[src/rtl/wwm_btn_conditioner_if.sv]
// -----------------------------------------------------------------------------
// wwm_btn_conditioner_if
//   Bundles the raw push-button levels and the three conditioned button
//   vectors that leave the conditioner towards wwm_sm.
//
//   btn_in   : raw asynchronous button levels, active-high (driven by master)
//   btn_db   : debounced level per lane                     (driven by slave)
//   btn_scen : one-clock pulse per accepted press           (driven by slave)
//   btn_mcen : press pulse plus optional auto-repeat pulses (driven by slave)
//
//   master : the board / testbench side that owns the raw buttons
//   slave  : the conditioner itself
// -----------------------------------------------------------------------------
interface wwm_btn_conditioner_if #(
    parameter int N_BTN = 3
);
    logic [N_BTN-1:0] btn_in;
    logic [N_BTN-1:0] btn_db;
    logic [N_BTN-1:0] btn_scen;
    logic [N_BTN-1:0] btn_mcen;

    modport master (
        output btn_in,
        input  btn_db,
        input  btn_scen,
        input  btn_mcen
    );

    modport slave (
        input  btn_in,
        output btn_db,
        output btn_scen,
        output btn_mcen
    );
endinterface

[src/rtl/wwm_btn_conditioner.sv]
// -----------------------------------------------------------------------------
// wwm_btn_conditioner
//   Input conditioning between the raw Nexys4 push-buttons and wwm_sm. Each
//   lane runs a 2-FF synchronizer followed by a counter-based debounce FSM
//   (INI -> WQ -> SCEN_ST -> HOLD <-> WFR -> INI), so one physical press
//   yields exactly one single-clock press pulse.
//
//   Ports:
//     clk   : board clock
//     Reset : synchronous, active-high reset
//     bus   : wwm_btn_conditioner_if.slave (btn_in in; btn_db/btn_scen/btn_mcen out)
//
//   Optional feature (macro WWM_BTN_REPEAT_EN):
//     defined   -> btn_mcen also pulses every RPT_CYCLES clocks while a lane is
//                  held (HOLD or WFR), counting from the SCEN_ST cycle.
//     undefined -> the repeat counter is absent and btn_mcen equals btn_scen.
// -----------------------------------------------------------------------------
module wwm_btn_conditioner #(
    parameter int N_BTN      = 3,
    parameter int DB_CYCLES  = 1000000,
    parameter int RPT_CYCLES = 25000000,
    parameter int CNT_W      = 25
) (
    input  logic                  clk,
    input  logic                  Reset,
    wwm_btn_conditioner_if.slave  bus
);

    typedef enum logic [2:0] {
        INI     = 3'd0,
        WQ      = 3'd1,
        SCEN_ST = 3'd2,
        HOLD    = 3'd3,
        WFR     = 3'd4
    } lane_state_e;

    localparam logic [CNT_W-1:0] DB_LAST = CNT_W'(DB_CYCLES - 1);

    // Reject illegal configurations at elaboration rather than misbehaving.
    if (DB_CYCLES < 2 || RPT_CYCLES < 2 ||
        (longint'(1) << CNT_W) <= longint'(DB_CYCLES) ||
        (longint'(1) << CNT_W) <= longint'(RPT_CYCLES)) begin : g_param_err
        $error("wwm_btn_conditioner: illegal DB_CYCLES/RPT_CYCLES/CNT_W");
    end

    logic [N_BTN-1:0] s1_q, s1_d;
    logic [N_BTN-1:0] s2_q, s2_d;
    lane_state_e      state_q [N_BTN];
    lane_state_e      state_d [N_BTN];
    logic [CNT_W-1:0] cnt_q   [N_BTN];
    logic [CNT_W-1:0] cnt_d   [N_BTN];
    logic [N_BTN-1:0] db_q,   db_d;
    logic [N_BTN-1:0] scen_q, scen_d;

`ifdef WWM_BTN_REPEAT_EN
    localparam logic [CNT_W-1:0] RPT_LAST = CNT_W'(RPT_CYCLES - 1);

    logic [CNT_W-1:0] rcnt_q [N_BTN];
    logic [CNT_W-1:0] rcnt_d [N_BTN];
    logic [N_BTN-1:0] mcen_q, mcen_d;
`endif

    always_comb begin
        // NOTE: every combinational output gets a default before the case so
        // no path leaves it unassigned, which would infer a latch.
        s1_d   = bus.btn_in;
        s2_d   = s1_q;
        db_d   = '0;
        scen_d = '0;
`ifdef WWM_BTN_REPEAT_EN
        mcen_d = '0;
`endif
        for (int i = 0; i < N_BTN; i++) begin
            state_d[i] = state_q[i];
            cnt_d[i]   = cnt_q[i];

            unique case (state_q[i])
                INI: begin
                    cnt_d[i] = '0;
                    if (s2_q[i]) state_d[i] = WQ;
                end
                WQ: begin
                    if (!s2_q[i]) begin
                        state_d[i] = INI;
                        cnt_d[i]   = '0;
                    end else if (cnt_q[i] == DB_LAST) begin
                        state_d[i] = SCEN_ST;
                        cnt_d[i]   = '0;
                    end else begin
                        cnt_d[i] = cnt_q[i] + 1'b1;
                    end
                end
                SCEN_ST: begin
                    state_d[i] = HOLD;
                    cnt_d[i]   = '0;
                end
                HOLD: begin
                    cnt_d[i] = '0;
                    if (!s2_q[i]) state_d[i] = WFR;
                end
                WFR: begin
                    if (s2_q[i]) begin
                        state_d[i] = HOLD;
                        cnt_d[i]   = '0;
                    end else if (cnt_q[i] == DB_LAST) begin
                        state_d[i] = INI;
                        cnt_d[i]   = '0;
                    end else begin
                        cnt_d[i] = cnt_q[i] + 1'b1;
                    end
                end
                default: begin
                    state_d[i] = INI;
                    cnt_d[i]   = '0;
                end
            endcase

            // Outputs are decoded from the next state and registered, so they
            // change on the same edge the lane enters its new state.
            db_d[i]   = (state_d[i] == SCEN_ST) || (state_d[i] == HOLD) ||
                        (state_d[i] == WFR);
            scen_d[i] = (state_d[i] == SCEN_ST);

`ifdef WWM_BTN_REPEAT_EN
            // rcnt runs while the lane is held, including WFR bounce, and
            // restarts from 0 on entry to HOLD from SCEN_ST. The pulse is
            // registered from rcnt_d so it coincides with rcnt==RPT_CYCLES-1.
            if ((state_q[i] == HOLD || state_q[i] == WFR) && state_d[i] != INI)
                rcnt_d[i] = (rcnt_q[i] == RPT_LAST) ? '0 : rcnt_q[i] + 1'b1;
            else
                rcnt_d[i] = '0;
            mcen_d[i] = scen_d[i] ||
                        ((state_d[i] == HOLD || state_d[i] == WFR) &&
                         rcnt_d[i] == RPT_LAST);
`endif
        end
    end

    always_ff @(posedge clk) begin
        // NOTE: the whole datapath, counters included, is cleared by reset so
        // a press in progress is aborted and must be fully re-debounced.
        if (Reset) begin
            s1_q   <= '0;
            s2_q   <= '0;
            db_q   <= '0;
            scen_q <= '0;
            for (int i = 0; i < N_BTN; i++) begin
                state_q[i] <= INI;
                cnt_q[i]   <= '0;
            end
`ifdef WWM_BTN_REPEAT_EN
            mcen_q <= '0;
            for (int i = 0; i < N_BTN; i++) rcnt_q[i] <= '0;
`endif
        end else begin
            // NOTE: non-blocking assignments so every flop samples pre-edge
            // values, which is what makes s1 -> s2 a true two-stage pipeline.
            s1_q   <= s1_d;
            s2_q   <= s2_d;
            db_q   <= db_d;
            scen_q <= scen_d;
            for (int i = 0; i < N_BTN; i++) begin
                state_q[i] <= state_d[i];
                cnt_q[i]   <= cnt_d[i];
            end
`ifdef WWM_BTN_REPEAT_EN
            mcen_q <= mcen_d;
            for (int i = 0; i < N_BTN; i++) rcnt_q[i] <= rcnt_d[i];
`endif
        end
    end

    assign bus.btn_db   = db_q;
    assign bus.btn_scen = scen_q;
`ifdef WWM_BTN_REPEAT_EN
    assign bus.btn_mcen = mcen_q;
`else
    assign bus.btn_mcen = scen_q;
`endif

endmodule

[src/flat_wrapper.sv]
// flat-port wrapper written by rule: the top's interface ports become plain ports
module wwm_btn_conditioner_flat 
#(
    parameter int N_BTN      = 3,
    parameter int DB_CYCLES  = 1000000,
    parameter int RPT_CYCLES = 25000000,
    parameter int CNT_W      = 25
)
  (clk, Reset, bus_btn_in, bus_btn_db, bus_btn_scen, bus_btn_mcen);
  wwm_btn_conditioner_if #(.N_BTN(N_BTN)) bus_i ();
  input  logic clk;
  input  logic Reset;
  input wire logic [$bits(bus_i.btn_in)-1:0] bus_btn_in;
  output wire logic [$bits(bus_i.btn_db)-1:0] bus_btn_db;
  output wire logic [$bits(bus_i.btn_scen)-1:0] bus_btn_scen;
  output wire logic [$bits(bus_i.btn_mcen)-1:0] bus_btn_mcen;
  assign bus_i.btn_in = bus_btn_in;
  assign bus_btn_db = bus_i.btn_db;
  assign bus_btn_scen = bus_i.btn_scen;
  assign bus_btn_mcen = bus_i.btn_mcen;
  wwm_btn_conditioner #(.N_BTN(N_BTN), .DB_CYCLES(DB_CYCLES), .RPT_CYCLES(RPT_CYCLES), .CNT_W(CNT_W)) u_core (.clk(clk), .Reset(Reset), .bus(bus_i));
endmodule
[config.mk]
export PLATFORM = sky130hd
export DESIGN_NAME = wwm_btn_conditioner_flat
export DESIGN_NICKNAME = d
export VERILOG_FILES = /design/src/rtl/wwm_btn_conditioner_if.sv /design/src/rtl/wwm_btn_conditioner.sv /design/src/flat_wrapper.sv
export SDC_FILE = /design/constraint.sdc
export NUM_CORES = 1
export LEC_CHECK = 0
export CAP_MARGIN = 10
export CELL_PAD_IN_SITES_DETAIL_PLACEMENT = 1
export CELL_PAD_IN_SITES_GLOBAL_PLACEMENT = 2
export CORE_ASPECT_RATIO = 1.1
export CORE_MARGIN = 2
export CORE_UTILIZATION = 42
export CTS_CLUSTER_DIAMETER = 150
export DETAILED_ROUTE_END_ITERATION = 8
export DONT_BUFFER_PORTS = 1
export PLACE_DENSITY = 0.84
export RECOVER_POWER = 25
export SLEW_MARGIN = 10
export SYNTH_ARGS = -nofsm -noshare
export SYNTH_HDL_FRONTEND = slang
export SYNTH_SLANG_ARGS = --single-unit
[constraint.sdc]
create_clock -name clk -period 5.2 [get_ports clk]
set_input_delay 0.78 -clock clk [delete_from_list [all_inputs] [get_ports clk]]
set_output_delay 0.78 -clock clk [all_outputs]
set_load 0.03 [all_outputs]
## After elaboration in Yosys (flattened, before gate mapping)

Memory sizes are Yosys's and may differ from the RTL's.
Cells that the tools add are included.

- Flip-flop bits (word level): 12
- Bits in writable memories: 84
- Input bits: 5
- Output and inout port bits: 9
- Word-level logic and storage cells: 90
- Memories: 2

- Add/subtract/negate cells: 3
- Equal/unequal tests: 24
- Mux-type cells: 42
- Bitwise logic cells: 6
- Reduce and logical (&&, ||, !) cells: 9

Memory list:

| memory | depth | width | read ports | clocked after memory_dff | write ports | line | text |
|---|---|---|---|---|---|---|---|
| u_core.cnt_q | 3 | 25 | 3 | 0 | 3 | wwm_btn_conditioner.sv:50 | `logic [CNT_W-1:0] cnt_q [N_BTN];` |
| u_core.state_q | 3 | 3 | 3 | 0 | 3 | wwm_btn_conditioner.sv:48 | `lane_state_e state_q [N_BTN];` |

Operators by type and width:

| operator | count |
|---|---|
| 25-bit two-way mux | 12 |
| 25-bit one-hot mux with 2 select lines | 3 |
| 25-bit by 1-bit adder with 25-bit output, second input constant | 3 |
| 25-bit by 20-bit == test with 1-bit output, second input constant | 3 |
| 3-bit two-way mux | 21 |
| 3-bit one-hot mux with 5 select lines | 3 |
| 3-bit by 2-bit == test with 1-bit output, second input constant | 12 |
| 3-bit == test, second input constant | 6 |
| 3-bit by 1-bit == test with 1-bit output, second input constant | 3 |
| 3-bit logical NOT | 3 |
| 1-bit logical OR | 6 |
| 1-bit bitwise OR | 6 |
| 1-bit two-way mux | 3 |

## Logic depth before layout (Yosys ltp)

Gate-level depths: netlist of the first run.

- Word-level depth: 7
- Gate-level depth with buffers: 7
- Depth with buffers taken out: 5

## Worst setup path before layout of the first run

No wires, ideal clock.

- Path kind: flip-flop to flip-flop
- Start point: mem u_core.cnt_q[2][0] (netlist: u_core.cnt_q[0][50])
- End point: mem u_core.cnt_q[2][2] (netlist: u_core.cnt_q[0][52])
- Setup time: 117 ps
- Arrival time: 1964 ps
- Data required time: 5083 ps
- Path slack: 3119 ps
- Cell stages (with the launch flop): 8
- Buffers on the path: 2
- Period minus slack after synthesis: 2081 ps
- Cell sequence: dfxtp_1 ha_1 clkbuf_1 nand2_1 or4b_4 o21ai_1 buf_2 nor2_1

RTL lines:

| what | line |
|---|---|
| from (decl) | wwm_btn_conditioner.sv:50 |

==> impl_metrics.env, run 1 <==
export IMPL_outcome="completed"
export IMPL_clock_sinks=96
export IMPL_reg2reg_from="u_core.cnt_q[0][53]$_SDFF_PP0_"
export IMPL_rsz0062_at_grt="false"
export IMPL_register_area_um2=1920
export IMPL_numCtsBuffers=9
export IMPL_cp_required_ns=5.43
export IMPL_synthTopCellsByArea="dfxtp_1 43%, xor2_1 4.3%, nor2_1 4.2%"
export IMPL_hp_class="reg -> reg"
export IMPL_root_buffer="clkbuf_16"
export IMPL_core_area_um2=10300
export IMPL_syn_area_um2=4450
export IMPL_grt_pass1_vias=3898
export IMPL_layout_commonest_cell="dfxtp_1"
export IMPL_viasPerCell=5.82
export IMPL_cts_htree_levels=3
export IMPL_synthFlopType="dfxtp_1"
export IMPL_die_w_um=102
export IMPL_worstReg2RegEnd="u_core.cnt_q[0][64]$_SDFF_PP0_"
export IMPL_synth_seq_cells=96
export IMPL_ys_seq_area_share_pct=43.1
export IMPL_synth_distinct_cells=42
export IMPL_firstDrtPassIters=4
export IMPL_synthCells=526
export IMPL_drc=0
export IMPL_area_delta_synth_final_pct=8.93
export IMPL_die_h_um=112
export IMPL_grt_pass1_wl_um=17800
export IMPL_avgSynthCellArea_um2=8.47
export IMPL_async_flop_share_pct=0
export IMPL_rrSetupSlack_ns=2.59
export IMPL_tightest_slew_ns=1.12
export IMPL_worstHoldStart="u_core.s1_q[1]$_SDFF_PP0_"
export IMPL_die_area_um2=11400
export IMPL_cts_tree="built"
export IMPL_period_share_pct=50.2
export IMPL_hpwlAfterDp_um=6990
export IMPL_clock_skew_ns=0.0101
export IMPL_nets=520
export IMPL_antenna_cells=0
export IMPL_worstSetupPathType="reg -> reg"
export IMPL_antenna_found_initial=0
export IMPL_worstPathCellList="nand4_1 > or4b_4 > o21ai_1 > buf_4 > nor2_1"
export IMPL_grt_total_usage_pct=19.1
export IMPL_layout_common_cells="96 x dfxtp_1, 50 x nor2_1, 34 x nand3_1, 34 x a21oi_1, 30 x nand2_1"
export IMPL_max_freq_mhz=383
export IMPL_synth_top_area_share_pct=43.1
export IMPL_drive_gt1_share_pct=4.84
export IMPL_cp_start_kind="register"
export IMPL_synth_enable_flop_cells=0
export IMPL_ant_nets=0
export IMPL_vias=3837
export IMPL_io_pins=14
export IMPL_nFillCells=1232
export IMPL_worstPathArrival_ns=2.84
export IMPL_post_cts_buffers=0
export IMPL_holdPathEnd="u_core.s2_q[1]$_SDFF_PP0_"
export IMPL_ir_worst_vdd_mv=0.148
export IMPL_max_cap_violations=0
export IMPL_power_density_nw_per_um2=301
export IMPL_gp_congestion=0.867
export IMPL_power_total_w=0.00146
export IMPL_clk_latency_ns=0.34
export IMPL_slowest_delay_ns=0.70
export IMPL_clockBufferDepth=2
export IMPL_slew_headroom_pct=25.0
export IMPL_cts_hold_buf=0
export IMPL_wl_per_cell_um=15.4
export IMPL_dp_cells=644
export IMPL_ff2ff_path_depth=5
export IMPL_crit_fanout=15
export IMPL_drt_iter0_drc=106
export IMPL_final_hold_viol_count=0
export IMPL_slew_viol_final=0
export IMPL_overflow=0
export IMPL_cp_slowest_cell="or4b_4"
export IMPL_detailedPlace_worstSlack_ns=2.56
export IMPL_yosysWarnings=0
export IMPL_port_buffers=0
export IMPL_layout_setup_ws_ns=2.59
export IMPL_yosys_area_top_type="dfxtp_1"
export IMPL_power_leakage_nw=1.38
export IMPL_min_period_ns=2.61
export IMPL_fin_cells=659
export IMPL_setup_tns_ns=0
export IMPL_endpoint_kind="register"
export IMPL_totalWireLength_um=10100
export IMPL_worst_hold_slack_ns=0.445
export IMPL_hold_depth=1
export IMPL_multiInputGateArea_um2=2360
export IMPL_ctsResizeCount=0
export IMPL_clkTransAtPathRegs_ns=0.06
export IMPL_grt_max_degree=26
export IMPL_initial_core_util_pct=43.1
export IMPL_std_cell_rows=39
export IMPL_syn_nets=534
export IMPL_setup_viol_count_final=0
==> where the power goes <==
group	total [W]	leakage [nW]	internal, W	switching, W
logic	0.00000887	0.447	0.00000408	0.00000478
registers	0.000742	0.775	0.000738	0.00000395
clock network	0.000711	0.155	0.000432	0.000279
total	0.00146	1.38	0.00117	0.000288
==> synthesized netlist by cell type (all sizes together), types with 5 or more instances <==
library cell,instances
a31oi,5
inv,15
nor4,12
and3,11
or4,24
nor3,8
clkbuf,22
buf,6
nand4,21
nand3,34
xor2,22
or3,20
nor4b,6
nand3b,5
nor2,50
nor2b,8
and4,10
nand2,30
a21oi,34
xnor2,15
a211oi,6
o21ai,24
dfxtp,96
o31ai,18
==> flip-flops by register name (all words and copies together), names as in the netlist <==
register	count
u_core.cnt_q	75
u_core.state_q	9
u_core.bus.btn_db	3
u_core.bus.btn_mcen	3
u_core.s1_q	3
u_core.s2_q	3
==> cell type report <==
type / count / area share, %
multi-input cells: 387 / 48.6
clock inverters: 5 / 1.68
inverters: 15 / 1.16
flip-flops and latches: 96 / 39.6
repair buffers: 3 / 0.387
well taps: 143 / 3.69
clock buffers: 10 / 4.93
==> through the flow <==
stage,cell area [um^2],utilization (%)
after floorplan,4450,-
after global placement,4540,43.8
after detailed placement,4540,43.8
after CTS,4860,46.9
after global routing,4850,46.9
final,4850,46.9
==> routing by layer <==
layer	vias up	part of all wire [%]	track usage, %	wire (um)
met5	-	0	0	0
met4	0	1.7	6.40	173
met2	32	49	32.5	5020
li1	1901	-	-	-
met3	12	2.2	4.17	223
met1	1892	47	23.7	4730
==> cell families after synthesis <==
family	after synthesis	synth area share (%)
xor gates and xnor gates	37	7.28
DFF	96	43.1
buffers and inverters	43	3.96
and+or+nand+nor	250	31.6
AOI/OAI and AO/OA	97	13.2
adders and majority gates	3	0.843
==> worst max-delay path by stage <==
stage | startpoint | endpoint | slack, ns | cells past startpoint
final | u_core.cnt_q[0][53]$_SDFF_PP0_ | u_core.cnt_q[0][64]$_SDFF_PP0_ | 2.59 | 5
after global routing | u_core.cnt_q[0][52]$_SDFF_PP0_ | u_core.cnt_q[0][62]$_SDFF_PP0_ | 2.39 | 5
after CTS | u_core.cnt_q[0][52]$_SDFF_PP0_ | u_core.cnt_q[0][64]$_SDFF_PP0_ | 2.55 | 5
after detailed placement | u_core.cnt_q[0][52]$_SDFF_PP0_ | u_core.cnt_q[0][73]$_SDFF_PP0_ | 2.56 | 5
after global placement | u_core.cnt_q[0][52]$_SDFF_PP0_ | u_core.cnt_q[0][57]$_SDFF_PP0_ | 2.60 | 5
after floorplan | u_core.cnt_q[0][50]$_SDFF_PP0_ | u_core.cnt_q[0][52]$_SDFF_PP0_ | 3.12 | 7
==> critical path: cells and delay by family (launching register included) <==
family                 cells  cell delay, ns
AO/OA/AOI/OAI              1            0.57
buffers and inverters      1            0.33
flip-flops                 1            0.42
AND/OR/NAND/NOR            3            1.17
Power figures use the tool's default switching activity.
==> run 2, diff against run 1 <==
CORE_UTILIZATION = 35   (was 42)
PLACE_DENSITY = 0.74   (was 0.84)
clock period = 2.2 ns   (was 5.2 ns; I/O delays follow)
==> impl_metrics.env, run 2 (same netlist as run 1, synthesis figures left out) <==
export IMPL_port_buffers=0
export IMPL_cp_required_ns=2.48
export IMPL_antenna_found_initial=1
export IMPL_ir_worst_vdd_mv=0.460
export IMPL_power_density_nw_per_um2=670
export IMPL_max_freq_mhz=479
export IMPL_gp_congestion=0.752
export IMPL_cp_common_cell="or4_1"
export IMPL_endpoint_kind="register"
export IMPL_max_cap_violations=0
export IMPL_area_delta_synth_final_pct=11.8
export IMPL_ant_nets=0
export IMPL_totalWireLength_um=10600
export IMPL_cp_slowest_cell="or4b_4"
export IMPL_largest_reg_flops=75
export IMPL_critPathTopFamily="simple AND/OR/NAND/NOR gates"
export IMPL_io_pins=14
export IMPL_worstSetupPathType="reg -> reg"
export IMPL_layout_setup_ws_ns=0.114
export IMPL_drt_iter0_drc=173
export IMPL_drc=0
export IMPL_hpwlAfterDp_um=7470
export IMPL_outcome="completed"
export IMPL_fin_util_pct=39.7
export IMPL_grt_max_degree=26
export IMPL_drive_gt1_share_pct=7.50
export IMPL_clockBufferDepth=2
export IMPL_grt_pass1_wl_um=18200
export IMPL_regMostFlops="u_core.cnt_q"
export IMPL_cts_htree_levels=3
export IMPL_clock_skew_ns=0.00553
export IMPL_wl_per_cell_um=15.3
export IMPL_vias=3830
export IMPL_top_regs="u_core.cnt_q (75), u_core.state_q (9)"
export IMPL_die_h_um=122
export IMPL_tightest_slew_ns=0.576
export IMPL_numCtsBuffers=9
export IMPL_firstDrtPassIters=4
export IMPL_nets=537
export IMPL_overflow=0
export IMPL_cts_hold_buf=0
export IMPL_slowest_delay_ns=0.53
export IMPL_core_area_um2=12500
export IMPL_clkTransAtPathRegs_ns=0.06
export IMPL_power_leakage_nw=1.45
export IMPL_die_area_um2=13600
export IMPL_std_cell_rows=43
export IMPL_layout_commonest_cell="dfxtp_1"
export IMPL_detailedPlace_worstSlack_ns=0.115
export IMPL_die_w_um=112
export IMPL_final_hold_viol_count=0
export IMPL_slew_viol_final=0
export IMPL_slew_headroom_pct=61.6
export IMPL_initial_core_util_pct=35.5
export IMPL_setup_tns_ns=0
export IMPL_setup_viol_count_final=0
export IMPL_worstPathArrival_ns=2.36
export IMPL_grt_total_usage_pct=16.2
export IMPL_viasPerCell=5.54
export IMPL_crit_buf_inv=0
export IMPL_crit_fanout=6
export IMPL_root_buffer="clkbuf_16"
export IMPL_rsz0062_at_grt="false"
export IMPL_cp_start_kind="register"
export IMPL_min_period_ns=2.09
export IMPL_worstPathCellList="or4_1 > or4b_4 > or4_1 > a31oi_1"
export IMPL_worst_hold_slack_ns=0.0495
export IMPL_grt_pass1_vias=3772
export IMPL_clk_latency_ns=0.34
export IMPL_layout_common_cells="96 x dfxtp_1, 50 x nor2_1, 34 x nand3_1, 34 x a21oi_1, 30 x nand2_1"
export IMPL_cts_tree="built"
export IMPL_period_share_pct=94.8
export IMPL_clock_sinks=96
export IMPL_hp_class="in -> reg"
run 2: worst paths after layout:
check / from / end / slack, ns / cells after the start
setup reg to reg: u_core.cnt_q[0][58]$_SDFF_PP0_ / u_core.state_q[0][7]$_SDFF_PP0_ / 0.11 / 4
setup / recovery: u_core.cnt_q[0][58]$_SDFF_PP0_ / u_core.state_q[0][7]$_SDFF_PP0_ / 0.11 / 4
hold / removal: Reset / u_core.state_q[0][1]$_SDFF_PP0_ / 0.05 / 1
hold reg to reg: u_core.s1_q[0]$_SDFF_PP0_ / u_core.s2_q[0]$_SDFF_PP0_ / 0.44 / 1
run 2: worst register-to-register path, stage by stage, from the launching register on:
cell	delay, ns
dfxtp_1	0.34
or4_1	0.51
or4b_4	0.53
or4_1	0.48
a31oi_1	0.16
run 2: where the power goes:
group | internal (W) | switching [W] | total, W | leakage [nW]
logic | 0.0000102 | 0.0000112 | 0.0000215 | 0.533
registers | 0.00175 | 0.00000908 | 0.00175 | 0.775
clock network | 0.000905 | 0.000653 | 0.00156 | 0.139
run 2: cell type report:
class | instances | area, um^2
antenna | 1 | 2.50
clock buffer | 12 | 246
clock inverter | 3 | 42.5
fill | 1513 | 7560
inverter | 15 | 56.3
multi-input combinational | 387 | 2360
sequential | 96 | 1920
tap | 157 | 196
timing repair buffer | 20 | 153
run 2: what timing repair did:
| action | CTS | global route |
|---|---|---|
| endpoints found under the setup margin | 0 | 5 |
| buffers inserted | 0 | 2 |
| gates resized for setup | 0 | 1 |
run 2: stage by stage:
stage	instances	power (W)	instance area, um^2
after floorplan	526	0.00181	4450
after global placement	673	0.00181	4680
after detailed placement	673	0.00182	4680
after CTS	688	0.00340	4970
after global routing	690	0.00346	4980
final	691	0.00333	4980
run 2: layer usage:
layer	vias to the layer above	GRT usage [%]	routed length [um]
li1	1938	-	-
met4	0	5.63	142
met5	-	0	0
met2	19	28.0	5230
met3	11	3.21	202
met1	1862	20.1	4990
